$ cat config.mk
export PLATFORM = sky130hd
export DESIGN_NAME = twos_comp_adder32
export DESIGN_NICKNAME = d
export VERILOG_FILES = /design/src/rtl/twos_comp_adder32.sv
export SDC_FILE = /design/constraint.sdc
export NUM_CORES = 1
export LEC_CHECK = 0
export BUFFER_PORTS_ARGS = -buffer_cell sky130_fd_sc_hd__buf_2
export CORE_UTILIZATION = 45
export CTS_CLUSTER_DIAMETER = 200
export DETAILED_ROUTE_END_ITERATION = 16
export GPL_TIMING_DRIVEN = 0
export MAX_ROUTING_LAYER = met4
export PLACE_DENSITY = 0.76
export SLEW_MARGIN = 20
export SYNTH_ARGS = -nofsm -noshare
export SYNTH_HDL_FRONTEND = slang
export SYNTH_SLANG_ARGS = --single-unit
$ cat constraint.sdc
create_clock -name clk -period 3.75 [get_ports clk]
set_clock_uncertainty 0.15 [all_clocks]
set_input_delay 0.5625 -clock clk [delete_from_list [all_inputs] [get_ports clk]]
set_output_delay 0.5625 -clock clk [all_outputs]
set_load 0.1 [all_outputs]
$ cat src/rtl/twos_comp_adder32.sv
// Registered two's-complement adder with signed-overflow flag.
// Built from 4-bit carry-lookahead groups rippled together. Result and flag
// appear one clock after the operands are sampled.
module twos_comp_adder32 #(
    parameter int unsigned WIDTH = 32
) (
    input  logic             clk,
    input  logic             reset,
    input  logic [WIDTH-1:0] I1,
    input  logic [WIDTH-1:0] I2,
    output logic             overflow,
    output logic [WIDTH-1:0] O
);

    localparam int unsigned NumGroups = WIDTH / 4;

    logic [WIDTH-1:0] bit_g;
    logic [WIDTH-1:0] bit_p;
    logic [WIDTH-1:0] sum_d;
    logic             ovf_d;

    logic [WIDTH-1:0] o_q;
    logic             ovf_q;

    assign bit_g = I1 & I2;
    assign bit_p = I1 ^ I2;

    // Each group keeps its carries in its own signals, so the ripple between
    // groups never loops back through a single vector.
    for (genvar gi = 0; gi < NumGroups; gi++) begin : g_cla
        localparam int unsigned Base = 4 * gi;

        logic [3:0] g;
        logic [3:0] p;
        logic       gg;
        logic       pp;
        logic       cin;
        // c_out[i] is the carry out of bit i of this group
        logic [3:0] c_out;

        assign g = bit_g[Base +: 4];
        assign p = bit_p[Base +: 4];

        if (gi == 0) begin : g_cin_lsb
            assign cin = 1'b0;
        end else begin : g_cin_chain
            assign cin = g_cla[gi-1].c_out[3];
        end

        // Group generate/propagate
        assign gg = g[3]
                  | (p[3] & g[2])
                  | (p[3] & p[2] & g[1])
                  | (p[3] & p[2] & p[1] & g[0]);
        assign pp = &p;

        // Lookahead carries, all computed directly from cin
        assign c_out[0] = g[0] | (p[0] & cin);
        assign c_out[1] = g[1]
                        | (p[1] & g[0])
                        | (p[1] & p[0] & cin);
        assign c_out[2] = g[2]
                        | (p[2] & g[1])
                        | (p[2] & p[1] & g[0])
                        | (p[2] & p[1] & p[0] & cin);
        assign c_out[3] = gg | (pp & cin);

        assign sum_d[Base +: 4] = p ^ {c_out[2:0], cin};

        // Signed overflow: carry into MSB differs from carry out of MSB
        if (gi == NumGroups - 1) begin : g_ovf
            assign ovf_d = c_out[3] ^ c_out[2];
        end
    end

    // Result register; reset wins over the operands sampled on the same edge
    always_ff @(posedge clk) begin
        if (reset) begin
            o_q   <= '0;
            ovf_q <= 1'b0;
        end else begin
            o_q   <= sum_d;
            ovf_q <= ovf_d;
        end
    end

    assign O        = o_q;
    assign overflow = ovf_q;

endmodule

==> results of run 1 <==
==> synthesized netlist by cell type, types with 3 or more instances <==
cell type,number,share of area
dfxtp_1,33,0.28
ha_1,32,0.17
nor2_1,22,0.035
a21oi_1,18,0.039
nor2b_1,12,0.032
inv_1,10,0.016
xnor2_1,10,0.038
fa_1,8,0.069
o21ai_0,8,0.017
nand3_1,6,0.013
nand2_1,5,0.0081
a211oi_2,4,0.021
a21o_1,4,0.013
nand4_1,4,0.011
nor3_1,4,0.0086
clkbuf_1,3,0.0048
nand2b_1,3,0.0081
o21a_1,3,0.0097
o21ai_1,3,0.0064
o21bai_1,3,0.0097
or2_2,3,0.0081
==> per-layer routing <==
metal / GRT usage / up-vias
met1: 0.2517 / 945
met2: 0.3384 / 75
met3: 0.03794 / 9
li1: - / 1091
met5: - / -
met4: 0.08547 / 0
==> cell usage in the layout (no fill, tap or decap), types with 6 or more instances in the layout <==
master | netlist | layout
a21oi_1 | 18 | 18
buf_2 | 0 | 98
dfxtp_1 | 33 | 33
fa_1 | 8 | 8
ha_1 | 32 | 32
inv_1 | 10 | 10
nand3_1 | 6 | 6
nor2_1 | 22 | 22
nor2b_1 | 12 | 12
o21ai_0 | 8 | 8
xnor2_1 | 10 | 10
==> logic make-up (layout without fill, tap and decap cells) <==
group / after synthesis / in the layout
buf+inv: 16 / 122
mux: 4 / 4
compound gates: 62 / 62
flops: 33 / 33
fa+ha+maj: 40 / 40
xor+xnor: 12 / 12
simple gates: 76 / 76
==> area by class of cell <==
class / count / share of cell area
inverters: 11 / 0.01380
well taps: 67 / 0.02802
repair buffers: 98 / 0.1639
clock buffers: 5 / 0.02300
multi-input cells: 194 / 0.5383
plain buffers: 5 / 0.006274
flip-flops and latches: 33 / 0.2208
clock inverters: 3 / 0.005855
==> power by group <==
part	switching, mW	leakage, nW	internal (mW)
Clock	0.139	0.0439	0.128
Combinational	0.513	1.14	0.173
Sequential	0.0104	0.275	0.397
==> stage by stage <==
step | hold slack [ns] | utilization | power, mW
2_1_floorplan | 0.6350 | - | 0.9713
3_3_place_gp | 0.7401 | 0.5992 | 1.092
3_5_place_dp | 0.7363 | 0.5992 | 1.101
4_1_cts | 0.4428 | 0.6170 | 1.370
5_1_grt | 0.4844 | 0.6170 | 1.434
6_report | 0.4489 | 0.6170 | 1.361
==> final timing paths <==
kind,depth (start not counted),end,from,slack (ns)
max,11,O[16],I1[1],0.66
min,3,O[0],I2[0],0.45
==> registers in the layout, summed over array words and instances, names as in the netlist <==
| register | count |
|---|---|
| O | 32 |
| overflow | 1 |
==> qor.csv, run 1 <==
stage,metric,value,unit
grt,antenna violations before repair,0,
finish,Final Non-Filler Cells,416,
place,Routability Congestion,0.7950,
die,# rows,25,
finish,Syn-to-layout area delta,28.34,%
worst_setup_path,Buf/Inv on CP,1,
timing,min cycle time layout,3.089,ns
synth,Post-Synthesis Cells,243,
synth,number of synthesized register bits,33,
cts,H-tree Lvls,2,
timing,RSZ-0062 raised after global routing,false,
route,post-route ant nets,0,
worst_setup_path,required time worst endpoint,3.82,ns
cts,clock-pin slew on the worst setup and hold paths,0.08,ns
power_and_ir_drop,static leakage,1.462,nW
cts,post_cts resized,0,
worst_setup_path,Worst Setup Start Kind,input port,
cts,setup repair bufs after CTS,0,
place,Placed Cells,408,
route,DR vias,2120,
timing,final count of pins violating max slew,0,
finish,share of layout cells above drive strength 1,0.3668,
finish,Post-Layout Inst Area,0.002992,mm^2
synth,XOR/XNOR Fraction of Synth Area,0.04509,
worst_setup_path,Setup crit end kind,flop,
worst_setup_path,Crit path arrival time,3.16,ns
synth,synthesized area,0.002331,mm^2
worst_setup_path,crit-path leading delay family,compound AO/OA/AOI/OAI gates,
finish,Register Area,660.6,um^2
timing,Slew Limit Headroom,0.5643,
timing,Peak Freq,0.3237,GHz
run,Max-Cap Viols,0,
synth,Synth cell types,57,
timing,Slew @ Worst Pin,0.6536,ns
route,Detailed Routing Iterations Pass 1,4,
finish,Layout Nets,454,
finish,# diodes,0,
min_path,HP Class,in2reg,
grt,first-pass GRT wire length,8.383,mm
die,core area,0.004848,mm^2
route,uppermost layer routed,met4,
grt,grt ovf,0,
synth,Adder-Cell Fraction of Synth Area,0.2405,
worst_setup_path,worst setup path category,in2reg,
worst_setup_path,crit-path most repeated cell,a21oi_1,
die,Initial Utilization,0.4808,
grt,largest net degree at the start of global routing,12,
synth,register area share after synthesis,0.2834,
timing,Final setup viols,0,
place,port bufs,98,
synth,simple-gate share of the synthesized area,0.1970,
worst_setup_path,Crit Path Max Fanout,4,
power_and_ir_drop,VDD IR-drop max,0.0002382,V
synth,"EDFF count, synth",0,
worst_setup_path,"slowest stage delay, CP",0.44,ns
worst_setup_path,Worst path slowest cell,fa_1,
worst_setup_path,crit path cell chain,buf_2 -> ha_1 -> a211oi_2 -> o21bai_2 -> a21bo_2 -> a21o_1 -> a21oi_1 -> o31ai_1 -> a21oi_1 -> fa_1 -> nor2_1,
synth,Synth Net Count,349,
place,Area after DPL,0.002905,mm^2
timing,fin crit share,0.8237,
grt,vias in the first global route,1944,
synth,Syn Area/Cell,9.593,um^2
synth,asr flop ratio synth,0,
finish,multi-input logic area,0.001610,mm^2
cts,clk buf depth,2,
die,Die W,73.97,um
route,met2 WL,2.563,mm
grt,GR Util All Layers,0.2074,
die,Die Outline Area,0.005472,mm^2
synth,largest family of logic cells by synthesized area,adder cells,
route,Routed WL per cell,12.82,um
route,DRT iter0 DRCs,69,
synth,Synth Area in Compound Gates,0.1889,
die,io pins,99,
cts,CTS Sinks,33,
finish,fillcell total,424,
route,M1 WL,2.412,mm
power_and_ir_drop,power density over the cells,454.8,mW/mm^2
timing,Final Hold Fails,0,
cts,Root Buffer,clkbuf_8,
cts,CTS tree,done,
timing,final worst slack,0.6610,ns
cts,TritonCTS buffer count,5,
timing,final setup TNS,0,ns
die,Die H,73.97,um
route,met3 wire length,304,um
synth,Synth Flop Type,dfxtp_1,
place,post-place setup slack,0.3818,ns
synth,multiplexer area fraction after synthesis,0.01932,
route,via density per instance,5.096,
run_status,status,finished clean,
synth,Yosys warnings,0,
cts,post-cts hold buffer count,0,
route,WL final,5.335,mm
route,Residual DRC,0,
place,dpl hpwl,4.358,mm
(Power assumes the default switching activity.)
==> inputs of run 2 (changes only) <==
- clock period: 3.75 -> 2.9 ns (I/O delays scaled with it)
==> qor.csv, run 2 (synthesis results as in run 1) <==
stage,metric,value,unit
run_status,status,finished clean,
route,via density per instance,5.101,
timing,RSZ-0062 raised after global routing,false,
worst_setup_path,worst setup path category,in2reg,
finish,post-layout util,0.6219,
worst_setup_path,Setup crit end kind,flop,
power_and_ir_drop,power density over the cells,585.9,mW/mm^2
place,post-place setup slack,-0.3407,ns
route,DR vias,2127,
grt,GR Util All Layers,0.2074,
finish,Post-Layout Inst Area,0.003015,mm^2
die,# rows,25,
route,Detailed Routing Iterations Pass 1,4,
finish,Layout Nets,455,
power_and_ir_drop,VDD IR-drop max,0.0002954,V
cts,CTS Sinks,33,
cts,clock-pin slew on the worst setup and hold paths,0.07,ns
finish,max reg flops,32,
timing,Peak Freq,0.3657,GHz
die,Die Outline Area,0.005472,mm^2
timing,final count of pins violating max slew,0,
grt,antenna violations before repair,0,
min_path,HP Class,in2reg,
grt,grt ovf,0,
timing,final worst slack,0.1658,ns
worst_setup_path,Crit path arrival time,2.73,ns
cts,Root Buffer,clkbuf_8,
grt,vias in the first global route,1945,
route,post-route ant nets,0,
worst_setup_path,Worst Setup Start Kind,input port,
timing,fin crit share,0.9428,
cts,CTS tree,done,
timing,Final Hold Fails,0,
place,dpl hpwl,4.358,mm
grt,first-pass GRT wire length,8.383,mm
die,Die H,73.97,um
timing,Slew @ Worst Pin,0.6679,ns
die,Die W,73.97,um
finish,"most common cell after layout, fill and taps aside",buf_2,
cts,clk buf depth,2,
finish,share of layout cells above drive strength 1,0.3743,
finish,most frequent cells in the layout,"buf_2, dfxtp_1, ha_1",
cts,H-tree Lvls,2,
die,core area,0.004848,mm^2
run,Max-Cap Viols,0,
route,DRT iter0 DRCs,92,
worst_setup_path,Crit Path Max Fanout,7,
route,Residual DRC,0,
place,Area after DPL,0.002905,mm^2
finish,fillcell total,419,
cts,TritonCTS buffer count,5,
timing,min cycle time layout,2.734,ns
route,WL final,5.358,mm
timing,Slew Limit Headroom,0.5547,
die,io pins,99,
timing,Final setup viols,0,
die,Initial Utilization,0.4808,
worst_setup_path,required time worst endpoint,2.90,ns
place,Routability Congestion,0.7950,
grt,largest net degree at the start of global routing,12,
place,port bufs,98,
timing,Min Hold Slack,0.3210,ns
power_and_ir_drop,static leakage,1.470,nW
route,Routed WL per cell,12.85,um
finish,# diodes,0,
finish,Syn-to-layout area delta,29.36,%
-- run 2: per-layer routing --
metal,global-route usage,part of all wire,wire length [um]
met3,0.03794,0.062,331
met1,0.2517,0.44,2370
met5,-,0,0
met2,0.3384,0.48,2594
met4,0.08547,0.012,62
-- run 2: worst paths after layout --
check                 startpoint  endpoint  slack, ns  depth (start not counted)
worst max-delay path       I1[7]     O[28]       0.17                         11
worst min-delay path       I2[0]      O[0]       0.32                          3
-- run 2: through the flow --
| stage | setup TNS [ns] | total power, mW | cells |
|---|---|---|---|
| after global placement | -1.582 | 1.412 | 408 |
| after global routing | 0 | 1.861 | 417 |
| after floorplan | 0 | 1.256 | 243 |
| after CTS | 0 | 1.773 | 416 |
| final | 0 | 1.767 | 417 |
| after detailed placement | -1.838 | 1.424 | 408 |
-- run 2: area by class of cell --
type	instances	area, um^2	share of cell area
well taps	67	83.83	0.02780
multi-input cells	194	1627	0.5394
plain buffers	5	18.77	0.006224
repair buffers	99	498.0	0.1651
flip-flops and latches	33	660.6	0.2191
clock buffers	5	68.82	0.02282
clock inverters	3	17.52	0.005809
inverters	11	41.29	0.01369
-- run 2: power by group --
| group | internal, mW | leakage [nW] | total, mW | switching, mW |
|---|---|---|---|---|
| logic | 0.227 | 1.15 | 0.894 | 0.667 |
| clock network | 0.166 | 0.0439 | 0.346 | 0.180 |
| registers | 0.513 | 0.275 | 0.527 | 0.0135 |
-- run 2: timing repair --
item	4_1_cts	5_1_grt
resized for setup	1	2
pin swaps	0	3
buffers inserted	0	1
hold buffers	0	0
endpoints found under the setup margin	2	3
-- run 2: worst max-delay path, cell delays in order --
cell and delay, ns:
buf_2 0.10, ha_1 0.27, clkbuf_1 0.33, nand4_1 0.23
nor4_4 0.23, a211oi_2 0.14, a211oi_2 0.29, nor3_2 0.10
inv_2 0.08, fa_1 0.39, nor2b_1 0.13
==> inputs of run 3 (changes only) <==
- CORE_MARGIN: not set -> 2
==> qor.csv, run 3 (synthesis results as in run 1) <==
stage,metric,value,unit
run_status,status,finished clean,
route,Detailed Routing Iterations Pass 1,4,
power_and_ir_drop,VDD IR-drop max,0.0002910,V
grt,GR Util All Layers,0.1935,
die,Initial Utilization,0.4623,
finish,max reg flops,32,
place,dpl hpwl,4.290,mm
route,WL final,5.351,mm
cts,TritonCTS buffer count,5,
die,Die W,75.97,um
power_and_ir_drop,static leakage,1.498,nW
cts,CTS Sinks,33,
grt,largest net degree at the start of global routing,11,
timing,Slew Limit Headroom,0.5924,
worst_setup_path,required time worst endpoint,2.96,ns
min_path,HP Class,in2reg,
finish,Post-Layout Inst Area,0.003075,mm^2
finish,Layout Nets,457,
die,Die H,75.97,um
grt,vias in the first global route,2046,
die,io pins,99,
run,Max-Cap Viols,0,
place,post-place setup slack,-0.3431,ns
worst_setup_path,worst setup path category,in2reg,
finish,fillcell total,462,
worst_setup_path,Worst Setup Start Kind,input port,
power_and_ir_drop,power density over the cells,609.9,mW/mm^2
finish,# diodes,0,
cts,Root Buffer,clkbuf_8,
place,Placed Cells,411,
timing,Min Hold Slack,0.3238,ns
timing,Peak Freq,0.3648,GHz
die,# rows,26,
power_and_ir_drop,Reg power frac,0.280,
place,Routability Congestion,0.7783,
route,DRT iter0 DRCs,40,
power_and_ir_drop,Psw,0.8501,mW
power_and_ir_drop,share of total power in the clock network,0.240,
route,via density per instance,5.017,
grt,antenna violations before repair,0,
power_and_ir_drop,combinational cell fraction of total power,0.480,
timing,final count of pins violating max slew,0,
timing,fin crit share,0.9451,
cts,post-cts hold buffer count,0,
worst_setup_path,Crit Path Max Fanout,4,
place,Area after DPL,0.002909,mm^2
finish,share of layout cells above drive strength 1,0.3835,
timing,min cycle time layout,2.741,ns
grt,first-pass GRT wire length,8.928,mm
route,post-route ant nets,0,
route,Residual DRC,0,
cts,clk buf depth,2,
route,DR vias,2117,
die,Die Outline Area,0.005771,mm^2
finish,Final Non-Filler Cells,422,
timing,Slew @ Worst Pin,0.6114,ns
timing,Final Hold Fails,0,
finish,most frequent cells in the layout,"buf_2, dfxtp_1, ha_1",
place,port bufs,98,
finish,"most common cell after layout, fill and taps aside",buf_2,
grt,grt ovf,0,
cts,CTS tree,done,
timing,final setup TNS,0,ns
route,Routed WL per cell,12.68,um
timing,final worst slack,0.1591,ns
cts,H-tree Lvls,2,
power_and_ir_drop,Power Internal,1.026,mW
worst_setup_path,Crit path arrival time,2.80,ns
power_and_ir_drop,switching fraction of total power,0.4532,
finish,Syn-to-layout area delta,31.94,%
timing,Final setup viols,0,
cts,clock-pin slew on the worst setup and hold paths,0.07,ns
worst_setup_path,Setup crit end kind,flop,
die,core area,0.005042,mm^2
run 3: repair_timing:
action,CTS,global route
gates cloned,0,0
setup buffers,0,4
pin swaps,0,5
setup endpoints to repair,1,5
gates resized for setup,1,4
run 3: cell type report:
cell class	count	area, um^2	area share
multi-input combinational	194	1634	0.5313
sequential	33	660.6	0.2148
timing repair buffer	102	520.5	0.1692
tap	70	87.58	0.02848
clock buffer	7	86.33	0.02807
inverter	11	41.29	0.01343
clock inverter	1	30.03	0.009764
buffer	4	15.01	0.004882
run 3: worst paths after layout:
| kind | start | endpoint | slack (ns) | depth (start not counted) |
|---|---|---|---|---|
| worst max-delay path | I1[1] | O[16] | 0.16 | 11 |
| worst min-delay path | I2[0] | O[0] | 0.32 | 3 |
run 3: through the flow:
stage / utilization / total power, mW
detailed placement: 0.5769 / 1.422
floorplan: - / 1.256
finish: 0.6099 / 1.876
global route: 0.6099 / 1.976
CTS: 0.6007 / 1.879
global placement: 0.5769 / 1.413
run 3: critical path: stages:
cell and delay (ns):
buf_2 0.12, ha_1 0.32, a211oi_2 0.29, o21bai_2 0.14, a21bo_2 0.23, a21o_1 0.25
a21oi_4 0.19, o31ai_2 0.10, a21oi_2 0.18, fa_1 0.42, nor2_1 0.11
run 3: layer usage:
layer / track usage / share of wire
met3: 0.03555 / 0.047
met1: 0.2319 / 0.44
met5: - / 0
met4: 0.07636 / 0.011
met2: 0.3241 / 0.50
run 3: power by group through the flow:
stage,sequential (mW),combinational [mW],clock (mW)
6_report,0.526,0.900,0.450
5_1_grt,0.532,0.961,0.484
4_1_cts,0.526,0.890,0.463
3_5_place_dp,0.536,0.886,0
3_3_place_gp,0.536,0.876,0
2_1_floorplan,0.979,0.277,0
